[src/rtl/melody_pwm_player.sv]
// melody_pwm_player: steps through a 16-entry song ROM (Ode to Joy phrase) and
// plays each note as a 50% duty square wave on aud_pwm. Every note is followed
// by a short silent gap. aud_sd turns the amplifier on while a song is playing.
module melody_pwm_player #(
   parameter int unsigned CLK_HZ      = 25_175_000,
   parameter int unsigned BEAT_CYCLES = 6_293_750,
   parameter int unsigned GAP_CYCLES  = 251_750,
   parameter bit          LOOP        = 1'b1
) (
   input  logic       clk,
   input  logic       rst,
   input  logic       en,
   output logic       aud_pwm,
   output logic       aud_sd,
   output logic [3:0] note_idx,
   output logic       note_start
);

   localparam int unsigned IdxW    = 4;
   localparam int unsigned DurW    = 32;
   localparam int unsigned HpW     = 16;
   localparam int unsigned CodeW   = 4;
   localparam int unsigned LenW    = 2;
   localparam int unsigned LastIdx = 15;

   // The pitch table is precomputed for CLK_HZ; zero-length timing is meaningless.
   if (CLK_HZ == 0 || BEAT_CYCLES == 0 || GAP_CYCLES == 0) begin : g_param_check
      $error("melody_pwm_player: CLK_HZ, BEAT_CYCLES and GAP_CYCLES must be nonzero");
   end

   typedef enum logic [1:0] {
      ST_IDLE = 2'd0,
      ST_TONE = 2'd1,
      ST_GAP  = 2'd2
   } state_e;

   // Song ROM, pitch half of each {code, len} entry.
   function automatic logic [CodeW-1:0] rom_code(input logic [IdxW-1:0] idx);
      logic [CodeW-1:0] code;
      case (idx)
         4'd0, 4'd1, 4'd6, 4'd11, 4'd12: code = 4'd3;  // E4
         4'd2, 4'd5:                     code = 4'd4;  // F4
         4'd3, 4'd4:                     code = 4'd5;  // G4
         4'd7, 4'd10, 4'd13, 4'd14:      code = 4'd2;  // D4
         4'd8, 4'd9:                     code = 4'd1;  // C4
         default:                        code = 4'd0;  // rest
      endcase
      return code;
   endfunction

   // Song ROM, length half of each {code, len} entry (beats - 1).
   function automatic logic [LenW-1:0] rom_len(input logic [IdxW-1:0] idx);
      logic [LenW-1:0] len;
      case (idx)
         4'd12, 4'd14, 4'd15: len = 2'd1;
         default:             len = 2'd0;
      endcase
      return len;
   endfunction

   // Half period in clocks for each pitch code; zero marks a rest.
   function automatic logic [HpW-1:0] half_period(input logic [CodeW-1:0] code);
      logic [HpW-1:0] hp;
      case (code)
         4'd1:    hp = 16'd48112;
         4'd2:    hp = 16'd42864;
         4'd3:    hp = 16'd38187;
         4'd4:    hp = 16'd36044;
         4'd5:    hp = 16'd32111;
         4'd6:    hp = 16'd28608;
         4'd7:    hp = 16'd25487;
         4'd8:    hp = 16'd24056;
         default: hp = 16'd0;
      endcase
      return hp;
   endfunction

   // Total TONE length in clocks for an entry of the given length field.
   function automatic logic [DurW-1:0] tone_cycles(input logic [LenW-1:0] len);
      return (DurW'(len) + DurW'(1)) * DurW'(BEAT_CYCLES);
   endfunction

   state_e          state_q, state_d;
   logic [DurW-1:0] dur_q, dur_d;     // TONE clocks remaining after this one
   logic [DurW-1:0] gap_q, gap_d;     // GAP clocks remaining after this one
   logic [HpW-1:0]  hp_q, hp_d;       // clocks since the last pwm toggle
   logic [IdxW-1:0] idx_q, idx_d;
   logic            pwm_q, pwm_d;
   logic            sd_q, sd_d;
   logic            start_q, start_d;

   logic [HpW-1:0]  cur_hp_c;
   logic            load_c;
   logic [IdxW-1:0] load_idx_c;

   assign cur_hp_c = half_period(rom_code(idx_q));

   // State and output registers; reset clears everything immediately.
   always_ff @(posedge clk or posedge rst) begin
      if (rst) begin
         state_q <= ST_IDLE;
         dur_q   <= '0;
         gap_q   <= '0;
         hp_q    <= '0;
         idx_q   <= '0;
         pwm_q   <= 1'b0;
         sd_q    <= 1'b0;
         start_q <= 1'b0;
      end else begin
         state_q <= state_d;
         dur_q   <= dur_d;
         gap_q   <= gap_d;
         hp_q    <= hp_d;
         idx_q   <= idx_d;
         pwm_q   <= pwm_d;
         sd_q    <= sd_d;
         start_q <= start_d;
      end
   end

   // Next-state logic: disable wins over any expiry; entering TONE loads a fresh entry.
   always_comb begin
      state_d    = state_q;
      dur_d      = dur_q;
      gap_d      = gap_q;
      hp_d       = hp_q;
      idx_d      = idx_q;
      pwm_d      = pwm_q;
      sd_d       = sd_q;
      start_d    = 1'b0;
      load_c     = 1'b0;
      load_idx_c = idx_q;

      if (!en) begin
         state_d = ST_IDLE;
         dur_d   = '0;
         gap_d   = '0;
         hp_d    = '0;
         idx_d   = '0;
         pwm_d   = 1'b0;
         sd_d    = 1'b0;
      end else begin
         case (state_q)
            ST_IDLE: begin
               load_c     = 1'b1;
               load_idx_c = '0;
            end
            ST_TONE: begin
               if (dur_q == '0) begin
                  state_d = ST_GAP;
                  gap_d   = DurW'(GAP_CYCLES - 1);
                  hp_d    = '0;
                  pwm_d   = 1'b0;
               end else begin
                  dur_d = dur_q - DurW'(1);
                  if (cur_hp_c != '0) begin
                     if (hp_q == cur_hp_c - HpW'(1)) begin
                        hp_d  = '0;
                        pwm_d = ~pwm_q;
                     end else begin
                        hp_d = hp_q + HpW'(1);
                     end
                  end
               end
            end
            ST_GAP: begin
               if (gap_q == '0) begin
                  if (idx_q != IdxW'(LastIdx)) begin
                     load_c     = 1'b1;
                     load_idx_c = idx_q + IdxW'(1);
                  end else if (LOOP) begin
                     load_c     = 1'b1;
                     load_idx_c = '0;
                  end else begin
                     state_d = ST_IDLE;
                     idx_d   = '0;
                     pwm_d   = 1'b0;
                     sd_d    = 1'b0;
                  end
               end else begin
                  gap_d = gap_q - DurW'(1);
               end
            end
            default: begin
               state_d = ST_IDLE;
               idx_d   = '0;
               pwm_d   = 1'b0;
               sd_d    = 1'b0;
            end
         endcase

         if (load_c) begin
            state_d = ST_TONE;
            idx_d   = load_idx_c;
            dur_d   = tone_cycles(rom_len(load_idx_c)) - DurW'(1);
            gap_d   = '0;
            hp_d    = '0;
            pwm_d   = (half_period(rom_code(load_idx_c)) != '0);
            sd_d    = 1'b1;
            start_d = 1'b1;
         end
      end
   end

   assign aud_pwm    = pwm_q;
   assign aud_sd     = sd_q;
   assign note_idx   = idx_q;
   assign note_start = start_q;

endmodule

[config.mk]
export PLATFORM = sky130hd
export DESIGN_NAME = melody_pwm_player
export DESIGN_NICKNAME = d
export VERILOG_FILES = /design/src/rtl/melody_pwm_player.sv
export SDC_FILE = /design/constraint.sdc
export NUM_CORES = 1
export LEC_CHECK = 0
export BUFFER_PORTS_ARGS = -buffer_cell sky130_fd_sc_hd__buf_4
export CORE_ASPECT_RATIO = 0.6
export CORE_MARGIN = 8
export CORE_UTILIZATION = 40
export DETAILED_ROUTE_END_ITERATION = 16
export HOLD_SLACK_MARGIN = 0.06
export PLACE_DENSITY = 0.63
export SYNTH_ARGS = -nofsm -noshare
export SYNTH_HDL_FRONTEND = slang
export SYNTH_SLANG_ARGS = --single-unit
[constraint.sdc]
create_clock -name clk -period 8.5 [get_ports clk]
set_clock_uncertainty 0.1 [all_clocks]
set_input_delay 0.425 -clock clk [delete_from_list [all_inputs] [get_ports clk]]
set_output_delay 0.425 -clock clk [all_outputs]
set_load 0.05 [all_outputs]
# == Word level (Yosys, flattened, before mapping) ==
# Memories as Yosys holds them, arrays and structs flattened.
# Cells that the tools add are included.
# op_classes
add_sub_neg,7
mul,1
eq_ne,17
mux,47
bitwise,1
n_reduce_logical,13
# ops
operator,n
32-bit 2-to-1 mux,8
16-bit 2-to-1 mux,8
32-bit zero test,2
32-bit case mux with 2 select lines,1
32-bit by 1-bit subtractor with 32-bit output (second input constant),2
4-bit 2-to-1 mux,8
16-bit nonzero test,2
26-bit by 1-bit subtractor with 27-bit output (second input constant),1
3-bit by 22-bit multiplier with 25-bit output (second input constant),1
16-bit by 1-bit adder with 16-bit output (second input constant),1
16-bit equality test,1
16-bit by 1-bit subtractor with 16-bit output (second input constant),1
1-bit 2-to-1 mux,13
4-bit equality test (second input constant),3
4-bit inequality test (second input constant),3
2-bit 2-to-1 mux,5
5-bit inequality test (second input constant),2
3-bit by 2-bit inequality test with 1-bit output (second input constant),3
4-bit by 1-bit inequality test with 1-bit output (second input constant),2
4-bit case mux with 2 select lines,1
2-bit AND reduction,3
3-bit AND reduction,2
3-bit OR reduction,2
4-bit by 1-bit adder with 4-bit output (second input constant),1
other kinds (9),10
# word_totals
reg_bits,89
romBits,608
inputBits,3
out_inout_bits,7
word_cells,98
n_memories,4
# mem_list
memory,depth,word_bits,rd,rd_ports_with_merged_regs,write_ports,line_no,text
(name not given),16,16,1,0,0,64,case (code)
(name not given),16,16,1,0,0,64,
(name not given),16,3,1,0,0,40,case (idx)
(name not given),16,3,1,0,0,40,

# == Logic depth before layout (Yosys ltp) ==
# Gate-level depths: netlist of run 1.
# logic_depth
ltp_word,15
ltp_mapped,19
mapped_depth_nobuf,16

# == Worst setup path after synthesis of run 1 ==
# No wires, ideal clock.
# synth_timing
path_kind,reg-to-reg
start,"reg idx_q[1], in the netlist note_idx[1]"
end,"reg pwm_q, in the netlist aud_pwm"
setup_time_ns,0.125
arrival_ns,4.630
t_required_ns,8.275
path_slack_ns,3.646
stages_incl_launch_ff,17
n_path_buf,2
period_less_slack_ns,4.854
path_cell_list,dfrtp_1 ha_1 nor2b_1 clkbuf_1 clkbuf_1 a31oi_1 inv_1 ha_1 nand2_1 ha_1 nor4b_1 nand3_1 or4bb_1 nand3_1 nand3_1 o211ai_1 mux2_2
# synth_between
elab_chain_len,14
elab_cells_between_ends,23
classes_between,2 x add/sub; 4 x eq/ne; 10 x mux; 3 x reduce/logical; 4 x memory
# synth_lines
item,line_no,text
from (decl),87,"logic [IdxW-1:0] idx_q, idx_d;"
from (signal assigned),114,idx_q <= idx_d;
4-bit by 1-bit adder with 4-bit output or 4-bit inequality test (tied branches),"170, 168",
4-bit 2-to-1 mux,168,if (idx_q != IdxW'(LastIdx)) begin
4-bit 2-to-1 mux,167,if (gap_q == '0) begin
4-bit case mux with 2 select lines,143,case (state_q)
4-bit 2-to-1 mux,134,if (!en) begin
memory 16 x 3 bit,n/a,
4-bit 2-to-1 mux,192,if (load_c) begin
4-bit 2-to-1 mux,134,
memory 16 x 16 bit,n/a,
16-bit 2-to-1 mux,192,
16-bit 2-to-1 mux,134,
16-bit nonzero test,198,pwm_d = (half_period(rom_code(load_idx_c)) != '0);
1-bit 2-to-1 mux,192,
1-bit 2-to-1 mux,134,
to (signal assigned),115,pwm_q <= pwm_d;
to (decl),88,"logic pwm_q, pwm_d;"
# Parallel ways exist; a longest one is shown, timed or not. The select of a mux whose other input is x is not followed.
# A chain may end at the register's enable or synchronous reset.

# == Worst setup path in the final report of run 1 ==
# layout_timing
start,"reg idx_q[2], in the netlist note_idx[2]"
end,reg hp_q[6]
# layout_between
elab_chain_len,10
elab_cells_between_ends,13
classes_between,1 x add/sub; 2 x eq/ne; 6 x mux; 2 x reduce/logical; 2 x memory
# layout_lines
item,line_no,text
memory 16 x 3 bit (*),n/a,
memory 16 x 16 bit (*),n/a,
16-bit by 1-bit subtractor with 16-bit output,157,if (hp_q == cur_hp_c - HpW'(1)) begin
16-bit equality test,157,
16-bit 2-to-1 mux,157,
16-bit 2-to-1 mux,156,if (cur_hp_c != '0) begin
16-bit 2-to-1 mux,149,if (dur_q == '0) begin
16-bit 2-to-1 mux,143,
16-bit 2-to-1 mux,192,
16-bit 2-to-1 mux,134,
to (signal assigned),113,hp_q <= hp_d;
to (decl),86,"logic [HpW-1:0] hp_q, hp_d;"
# Mark *: on every way between the ends. The rest lies on a longest branch, timed or not. The select of a mux whose other input is x is not followed.

==> flow_metrics.tcl, run 1 <==
set metrics [dict create \
    cts_root_buffer "clkbuf_16" \
    setup_viol 0 \
    synthTopCellsByCount "dfrtp_1, nand2_1, nor2_1" \
    vdd_drop_max_mv 0.09106 \
    die_h_um 112.8 \
    fin_crit_ns 5.925 \
    synthCells 763 \
    power_uw 1051 \
    required_ns 8.61 \
    cts_setup_buffers 0 \
    period_share 0.6971 \
    swShare 0.3053 \
    worst-setup-path-type "reg2reg" \
    io_pins 10 \
    dp_slack_ns 2.694 \
    hold_viol 0 \
    nets 772 \
    hold_class "in2reg" \
    grt_max_degree 90 \
    rows 35 \
    yosys_warnings 0 \
    hold_buffers 0 \
    fp.dieW_um 177.4 \
    coreArea_mm2 0.01533 \
    p_sw_uw 321.0 \
    ctsResizeCount 0 \
    synth_largest_area_cell "dfrtp_1" \
    yosysUniqueCellTypes 67 \
    rsz0062_at_grt "no" \
    multi_input_comb_area_mm2 0.003729 \
    placed_cells 938 \
    routed_wl_um 16570 \
    yosysMostFrequentCell "dfrtp_1" \
    synthToLayoutAreaGrowth_pct 7.626 \
    crit_path_end_kind "flip-flop" \
    synth_seq_cells 89 \
    io_buffers 9 \
    leakagePower_uw 0.002680 \
    dieArea_mm2 0.02001 \
    fmax_ghz 0.1688 \
    syn_avg_cell_area_um2 8.193 \
    fin_ws_ns 2.575 \
    outcome "finished, final reports clean" \
    synth_area_mm2 0.006251 \
    power_frac_seq 0.450 \
    worstSetupStartpoint "note_idx[2]" \
    crit_arrival_ns 6.03 \
    cts.clk_slew.worst_paths_ns 0.07 \
    via_per_inst 5.918 \
    fin_cells 954 \
    cts.path.max_buffers 2 \
    maxCapViolCount 0 \
    num_vias 5646 \
    htreeDepth 3 \
    antenna_found_initial 0 \
    synthFlopType "dfrtp_1" \
    maxSlewHeadroom 0.2302 \
    regArea_mm2 0.002227 \
    cp-start-kind "flip-flop" \
    drive_gt1_frac 0.06658 \
    pwr-share-clk 0.389 \
    drc 0 \
    r2r_start "note_idx[2]" \
    syn-num-nets 789 \
    cts_buffers 9 \
    async_flop_share 1.000 \
    place_hpwl_um 11800 \
    hold_start "en" \
    grt_pass1_vias 5286 \
    dr.pass1.iters 5 \
    finalWeightedCongestion 0.9309 \
    drv_slew 0 \
    synth-edff-count 0 \
    antenna_cells 0 \
    drtAntennaViolNets 0 \
    grtUsageTotal 0.1710 \
    worst_pin_slew_ns 1.155 \
    cts_tree "built" \
    clock_latency_ns 0.35 \
    overflow 0 \
    hold_slack_ns 0.3314 \
    initial_core_util 0.4078 \
    drtIter0Drc 499 \
    clock-sinks 89 \
    yosysSeqAreaShare 0.3563 \
    setup_tns_ns 0 \
    cellPowerDensity_mw_per_mm2 156.2 \
    wl_per_cell_um 17.37 \
    intPower_uw 730.2 \
    synth.area.top_cells "dfrtp_1, nand2_1, a21oi_1" \
    critPathMaxFanout 18 \
    combPwrFrac 0.162 \
    fillCellCount 1502 \
    grt_pass1_wl_um 28110 \
    synth_top_area_share 0.3563 \
]
## sequential cells by signal, summed over array words and instances (netlist names)
signal	flops
hp_q	16
dur_q	32
aud_sd	1
note_idx	4
aud_pwm	1
state_q	2
note_start	1
gap_q	32
## final cells by class
cell class,instances,area share
Inverter,28,0.01655
Tap cell,203,0.03775
Timing Repair Buffer,14,0.01562
Sequential cell,89,0.3310
Clock inverter,7,0.01134
Clock buffer,9,0.03348
Multi-Input combinational cell,604,0.5542
## per-layer routing
metal | part of all wire | up-vias | global-route usage
li1 | - | 2731 | -
met1 | 0.53 | 2745 | 0.2688
met2 | 0.40 | 157 | 0.2310
met3 | 0.056 | 13 | 0.03159
met4 | 0.0089 | 0 | 0.04204
met5 | 0 | - | 0
## power groups by stage
stage	sequential (µW)	clock [µW]	combinational, µW
floorplan	480	0	123
global placement	479	0	163
detailed placement	480	0	169
CTS	472	420	170
global route	477	436	190
finish	473	409	170
## path summary, 6_finish.rpt
check | slack (ns) | end | cells after the start
max reg2reg | 2.57 | hp_q[6] | 15
max | 2.57 | hp_q[6] | 15
min | 0.33 | state_q[0] | 2
min reg2reg | 0.40 | gap_q[31] | 1
max in group asynchronous | 7.22 | note_idx[1] | 3
min in group asynchronous | 0.36 | dur_q[26] | 3
## layout by cell type, fill, tap and decap left out, types with 8 or more instances in the layout
master     instances
xnor2_1           25
dfrtp_1           89
clkbuf_16          9
a21boi_0          12
and2_1            10
nand2_1           82
o21ai_0           57
a21oi_1           60
nor3_1            30
nand3_1           32
nor2_1            62
ha_1              23
or3_1             18
a31oi_1           17
inv_1             26
and3_1            12
nand2b_1           9
buf_4             14
xor2_1            12
nor2b_1            8
o31ai_1           11
## per-stage QoR
| stage | instance area, µm² | util |
|---|---|---|
| floorplan | 6251 | - |
| finish | 6728 | 0.4389 |
| detailed placement | 6426 | 0.4193 |
| CTS | 6728 | 0.4389 |
| global route | 6728 | 0.4389 |
| global placement | 6426 | 0.4193 |
## critical path: stages (launching register included)
cell and delay (ns):
dfrtp_1 0.57, ha_1 0.49, nor2b_1 0.82, a31oi_1 0.28
inv_1 0.23, ha_1 0.34, nand2_1 0.13, ha_1 0.28
nor4b_1 0.81, nand3_1 0.18, a2111oi_0 0.42, a41oi_1 0.08
nand3_1 0.16, nand2_2 0.22, nand3b_1 0.47, o22ai_1 0.18
## cell families (layout without fill, tap and decap cells)
| kind of cell | after synthesis | in the layout | share of synthesized area |
|---|---|---|---|
| AO/OA/AOI/OAI | 218 | 218 | 0.2160 |
| XOR/XNOR | 37 | 37 | 0.05184 |
| adder cells (fa/ha/maj) | 23 | 23 | 0.04604 |
| buffers and inverters | 70 | 58 | 0.04724 |
| flip-flops | 89 | 89 | 0.3563 |
| multiplexers | 9 | 9 | 0.01481 |
| AND/OR/NAND/NOR | 317 | 317 | 0.2678 |
Note: power is estimated with default switching activity, not from simulation.
==> run 2: changes to the inputs <==
--- a/config.mk
+++ b/config.mk
@@ -5,13 +5,14 @@
 export SDC_FILE = /design/constraint.sdc
 export NUM_CORES = 1
 export LEC_CHECK = 0
+export ABC_AREA = 1
 export BUFFER_PORTS_ARGS = -buffer_cell sky130_fd_sc_hd__buf_4
 export CORE_ASPECT_RATIO = 0.6
 export CORE_MARGIN = 8
 export CORE_UTILIZATION = 40
 export DETAILED_ROUTE_END_ITERATION = 16
 export HOLD_SLACK_MARGIN = 0.06
-export PLACE_DENSITY = 0.63
+export PLACE_DENSITY = 0.65
 export SYNTH_ARGS = -nofsm -noshare
 export SYNTH_HDL_FRONTEND = slang
 export SYNTH_SLANG_ARGS = --single-unit
==> constraint.sdc (replaced) <==
create_clock -name clk -period 4.8 [get_ports clk]
set_clock_uncertainty 0.1 [all_clocks]
set_input_delay 0.24 -clock clk [delete_from_list [all_inputs] [get_ports clk]]
set_output_delay 0.24 -clock clk [all_outputs]
set_load 0.05 [all_outputs]
==> flow_metrics.tcl, run 2 <==
set metrics [dict create \
    final_common_cell "nand2_1" \
    synthFlopType "dfrtp_1" \
    hold_start "en" \
    drtIter0Drc 671 \
    synth-edff-count 0 \
    synth_top_area_share 0.3418 \
    drv_slew 0 \
    synthToLayoutAreaGrowth_pct 8.489 \
    crit_path_end_kind "flip-flop" \
    antenna_found_initial 1 \
    critPathMaxFanout 17 \
    yosysUniqueCellTypes 49 \
    crit_arrival_ns 3.83 \
    htreeDepth 3 \
    synth_area_mm2 0.006515 \
    io_buffers 9 \
    fmax_ghz 0.2700 \
    reg.largest.list "dur_q x32, gap_q x32, hp_q x16" \
    cts.clk_slew.worst_paths_ns 0.07 \
    r2r_start "note_idx[1]" \
    routed_wl_um 16320 \
    dieArea_mm2 0.02076 \
    synth.area.top_cells "dfrtp_1, nand2_1, inv_1" \
    mostFrequentLayoutCells "nand2_1, inv_1, nor2_1" \
    io_pins 10 \
    drtAntennaViolNets 0 \
    via_per_inst 5.145 \
    leakagePower_uw 0.003357 \
    setup_viol 0 \
    setup_tns_ns 0 \
    final_core_util 0.4395 \
    place_hpwl_um 12440 \
    fin_crit_ns 3.703 \
    hold_slack_ns 0.1211 \
    power_frac_seq 0.272 \
    synthTopCellsByCount "nand2_1, inv_1, nor2_1" \
    grt_pass1_wl_um 28120 \
    cp_common_cell "nand2_1" \
    die_h_um 114.9 \
    maxSlewHeadroom 0.5264 \
    finalWeightedCongestion 0.9101 \
    coreArea_mm2 0.01608 \
    synthCells 920 \
    fillCellCount 1614 \
    worstPathCellList "ha_1 -> nand2_8 -> nand3_2 -> ha_1 -> nand2_8 -> ha_1 -> nand2_1 -> inv_1 -> nand3_1 -> nor2_1 -> nand2_1 -> nand2_1 -> a21boi_1 -> nand2_1 -> nor2_1 -> nand3_1 -> nand2_2 -> inv_2 -> nand3_2 -> o21ai_1" \
    cellPowerDensity_mw_per_mm2 543.1 \
    slowest_stage "dfrtp_1" \
    rows 36 \
    cts.path.max_buffers 2 \
    syn-num-nets 946 \
    worst-setup-path-type "reg2reg" \
    initial_core_util 0.4052 \
    required_ns 4.92 \
    pwr-share-clk 0.196 \
    hold_class "in2reg" \
    grt_pass1_vias 5313 \
    combPwrFrac 0.532 \
    rsz0062_at_grt "no" \
    nets 954 \
    num_vias 5865 \
    cpPeakStageDelay_ns 0.48 \
    hold_viol 0 \
    yosys_warnings 0 \
    clock_latency_ns 0.35 \
    drc 0 \
    cp-start-kind "flip-flop" \
    wl_per_cell_um 14.31 \
    syn_avg_cell_area_um2 7.082 \
    drive_gt1_frac 0.1117 \
    swShare 0.4941 \
    cts_buffers 9 \
    maxCapViolCount 0 \
    ctsResizeCount 0 \
    grtUsageTotal 0.1652 \
    worst_pin_slew_ns 0.7103 \
    async_flop_share 1.000 \
    synth_largest_area_cell "dfrtp_1" \
    overflow 0 \
    cts_tree "built" \
    vdd_drop_max_mv 0.2106 \
    yosysMostFrequentCell "nand2_1" \
    period_share 0.7715 \
    fp.dieW_um 180.8 \
    dr.pass1.iters 5 \
    cts_root_buffer "clkbuf_16" \
    intPower_uw 1942 \
    grt_max_degree 55 \
    synth_seq_cells 89 \
    outcome "finished, final reports clean" \
    yosysSeqAreaShare 0.3418 \
    clock-sinks 89 \
    p_sw_uw 1897 \
    worstSetupStartpoint "note_idx[1]" \
    antenna_cells 0 \
]
## run 2: cell families after synthesis
kind of cell / synth area share
buffers and inverters: 0.09602
adder cells (fa/ha/maj): 0.04417
flip-flops: 0.3418
AND/OR/NAND/NOR: 0.3411
XOR/XNOR: 0.03495
AO/OA/AOI/OAI: 0.1419
## run 2: final timing paths
path	slack, ns	depth (start not counted)	end
max in group asynchronous	3.14	4	gap_q[7]
min in group asynchronous	0.39	3	hp_q[6]
worst max-delay path	1.10	20	hp_q[6]
worst min register to register	0.36	1	dur_q[14]
worst max register to register	1.10	20	hp_q[6]
worst min-delay path	0.12	3	state_q[1]
## run 2: area by class of cell
cell class / count / area [µm²] / area share
Multi-Input combinational cell: 679 / 3662 / 0.5181
Sequential cell: 89 / 2227 / 0.3151
Inverter: 138 / 525.5 / 0.07435
Tap cell: 209 / 261.5 / 0.03700
Clock buffer: 9 / 225.2 / 0.03186
Timing Repair Buffer: 11 / 85.08 / 0.01204
Clock inverter: 5 / 81.33 / 0.01151
## run 2: stage by stage
step	instances	power, µW	setup WS (ns)	cell area (µm²)
finish	1140	3839	1.097	7068
detailed placement	1125	3063	1.132	6751
global placement	1125	3041	1.237	6751
CTS	1140	3837	1.113	7068
global route	1140	4183	0.6808	7068
floorplan	920	2630	1.244	6515
## run 2: routing by layer
metal / routed length [µm] / share of wire / up-vias / GRT usage
met5: 13 / 0.00080 / - / 0
met4: 82 / 0.0050 / 2 / 0.03289
met3: 1161 / 0.071 / 7 / 0.03850
met2: 5778 / 0.35 / 164 / 0.2054
met1: 9280 / 0.57 / 2681 / 0.2709
li1: - / - / 3011 / -
## run 2: what timing repair did
item | in CTS | in global routing
hold buffers | 1 | 0
setup buffers | 0 | 0
hold endpoints to repair | 35 | 0
## run 2: power groups by stage
stage	combinational (µW)	clock, µW	sequential, µW
finish	2040	752	1040
CTS	2020	775	1040
floorplan	1560	0	1070
global placement	1990	0	1050
global route	2310	804	1070
detailed placement	2010	0	1050
## run 2: critical path: cells and delay by family (launching register included)
kind	cells	cell delay, ns
fa+ha+maj	3	1.04
simple gates	13	1.60
compound gates	2	0.22
buf+inv	2	0.14
flops	1	0.48
==> run 3: changes to the inputs <==
--- a/config.mk
+++ b/config.mk
@@ -5,14 +5,14 @@
 export SDC_FILE = /design/constraint.sdc
 export NUM_CORES = 1
 export LEC_CHECK = 0
-export ABC_AREA = 1
+export ABC_AREA = 0
 export BUFFER_PORTS_ARGS = -buffer_cell sky130_fd_sc_hd__buf_4
 export CORE_ASPECT_RATIO = 0.6
 export CORE_MARGIN = 8
 export CORE_UTILIZATION = 40
 export DETAILED_ROUTE_END_ITERATION = 16
 export HOLD_SLACK_MARGIN = 0.06
-export PLACE_DENSITY = 0.65
+export PLACE_DENSITY = 0.63
 export SYNTH_ARGS = -nofsm -noshare
 export SYNTH_HDL_FRONTEND = slang
 export SYNTH_SLANG_ARGS = --single-unit
==> constraint.sdc (replaced) <==
create_clock -name clk -period 3.83 [get_ports clk]
set_clock_uncertainty 0.1 [all_clocks]
set_input_delay 0.1915 -clock clk [delete_from_list [all_inputs] [get_ports clk]]
set_output_delay 0.1915 -clock clk [all_outputs]
set_load 0.05 [all_outputs]
==> flow_metrics.tcl, run 3 (synthesis results as in run 1) <==
set metrics [dict create \
    drtIter0Drc 561 \
    cts_root_buffer "clkbuf_16" \
    drive_gt1_frac 0.1885 \
    routed_wl_um 17880 \
    worst-setup-path-type "reg2reg" \
    clock_latency_ns 0.35 \
    slowest_stage "dfrtp_2" \
    worstPathCellList "buf_6 -> ha_4 -> nor2b_4 -> a31oi_4 -> inv_2 -> ha_4 -> nand2_4 -> ha_4 -> buf_4 -> nor4b_4 -> nand3_1 -> a2111oi_0 -> a41oi_1 -> nand3_1 -> nand2_2 -> buf_6 -> a32oi_1 -> o21ai_1" \
    dr.pass1.iters 5 \
    drv_slew 0 \
    fillCellCount 1441 \
    synthToLayoutAreaGrowth_pct 20.92 \
    antenna_cells 0 \
    final_common_cell "dfrtp_1" \
    overflow 0 \
    fin_crit_ns 3.778 \
    reg2regPathDepth 18 \
    cts_tree "built" \
    period_share 0.9865 \
    hold_end "state_q[0]" \
    mostFrequentLayoutCells "dfrtp_1, nand2_1, buf_4" \
    hold_start "en" \
    cp_common_cell "ha_4" \
    via_per_inst 5.945 \
    dieArea_mm2 0.02001 \
    drc 0 \
    reg.largest.list "dur_q x32, gap_q x32, hp_q x16" \
    htreeDepth 3 \
    die_h_um 112.8 \
    grt_pass1_wl_um 29820 \
    place_area_mm2 0.006944 \
    grtUsageTotal 0.1818 \
    grt_pass1_vias 5711 \
    setup_viol 0 \
    clock-sinks 89 \
    required_ns 3.95 \
    fin_area_mm2 0.007559 \
    place_hpwl_um 12890 \
    hold_viol 0 \
    r2r_start "note_idx[1]" \
    cts.clk_slew.worst_paths_ns 0.08 \
    rsz0062_at_grt "yes" \
    critPathMaxFanout 11 \
    critPathTopFamily "simple AND/OR/NAND/NOR gates" \
    cellPowerDensity_mw_per_mm2 319.3 \
    grt_max_degree 58 \
    initial_core_util 0.4078 \
    nets 838 \
    drtAntennaViolNets 0 \
    vdd_drop_max_mv 0.1820 \
    crit_arrival_ns 3.90 \
    final_core_util 0.4931 \
    antenna_found_initial 0 \
    holdPathStages 2 \
    coreArea_mm2 0.01533 \
    cp.buffers_inverters 4 \
    cts_buffers 9 \
    cp-start-kind "flip-flop" \
    fmax_ghz 0.2647 \
    reg2reg_to "hp_q[13]" \
    worst_pin_slew_ns 1.052 \
    finalWeightedCongestion 0.9474 \
    io_pins 10 \
    crit_path_end_kind "flip-flop" \
    outcome "finished, final reports clean" \
    regToRegSetupSlack_ns 0.05 \
    cts.path.max_buffers 2 \
    leakagePower_uw 0.003061 \
    cpPeakStageDelay_ns 0.45 \
    maxCapViolCount 0 \
    fp.dieW_um 177.4 \
    num_vias 6064 \
    io_buffers 9 \
    hold_class "in2reg" \
    rows 35 \
    wl_per_cell_um 17.53 \
    maxSlewHeadroom 0.2986 \
]
[run 3: cell types whose count changed in the layout (fill, tap and decap cells not counted), moves of 12 or more]
cell     previous run  this run
nand2_1           194        81
nor3_1             12        29
xnor2_1             2        25
xor2_1             24        12
buf_4              10        71
inv_1             119        24
inv_2              16         2
nor2_1            115        61
and3_1              0        12
or3_1               0        17
nor2_2             13         1
nand3_1            71        31
[run 3: power breakdown]
group	total (µW)	internal [µW]	switching (µW)	leakage (µW)
Combinational	426	155	272	0.00172
Clock	939	518	421	0.000145
Sequential	1050	988	60.2	0.00120
[run 3: how the worst max path moves through the flow]
stage | startpoint | endpoint | slack [ns] | cells past startpoint
floorplan | note_idx[1] | aud_pwm | -0.21 | 15
global placement | note_idx[1] | hp_q[12] | -0.007 | 14
detailed placement | note_idx[0] | hp_q[14] | -0.05 | 16
CTS | note_idx[1] | aud_pwm | 0.005 | 15
global route | note_idx[0] | aud_pwm | -0.03 | 16
finish | note_idx[1] | hp_q[13] | 0.05 | 18
[run 3: routing by layer]
| metal | track usage | share of wire | vias up |
|---|---|---|---|
| li1 | - | - | 2865 |
| met1 | 0.2830 | 0.52 | 2956 |
| met2 | 0.2475 | 0.41 | 220 |
| met3 | 0.03858 | 0.067 | 23 |
| met4 | 0.03982 | 0.010 | 0 |
| met5 | 0 | 0 | - |
[run 3: per-stage QoR]
stage | setup TNS [ns] | hold slack, ns | worst slack (ns) | std cells | total power (µW)
finish | 0 | 0.09552 | 0.05189 | 1020 | 2413
detailed placement | -0.2159 | 0.3708 | -0.05456 | 997 | 1479
floorplan | -2.808 | 0.3456 | -0.2072 | 763 | 1338
global route | -0.1527 | 0.09597 | -0.02986 | 1020 | 2526
global placement | -0.006580 | 0.3666 | -0.006580 | 997 | 1463
CTS | 0 | 0.08518 | 0.004938 | 1015 | 2424
[run 3: layout make-up]
class	instances	area (µm²)	area share
tap	203	254.0	0.03360
sequential	89	2231	0.2951
inverter	28	113.9	0.01506
multi-input combinational	604	4019	0.5317
clock inverter	7	82.58	0.01093
timing repair buffer	80	633.1	0.08376
clock buffer	9	225.2	0.02980
[run 3: repair_timing]
| item | 4_1_cts | 5_1_grt |
|---|---|---|
| endpoints found under the hold margin | 56 | 0 |
| hold buffers | 1 | 0 |
| resized for setup | 22 | 33 |
| endpoints found under the setup margin | 12 | 17 |
| pin swaps | 5 | 18 |
| setup buffers | 1 | 5 |
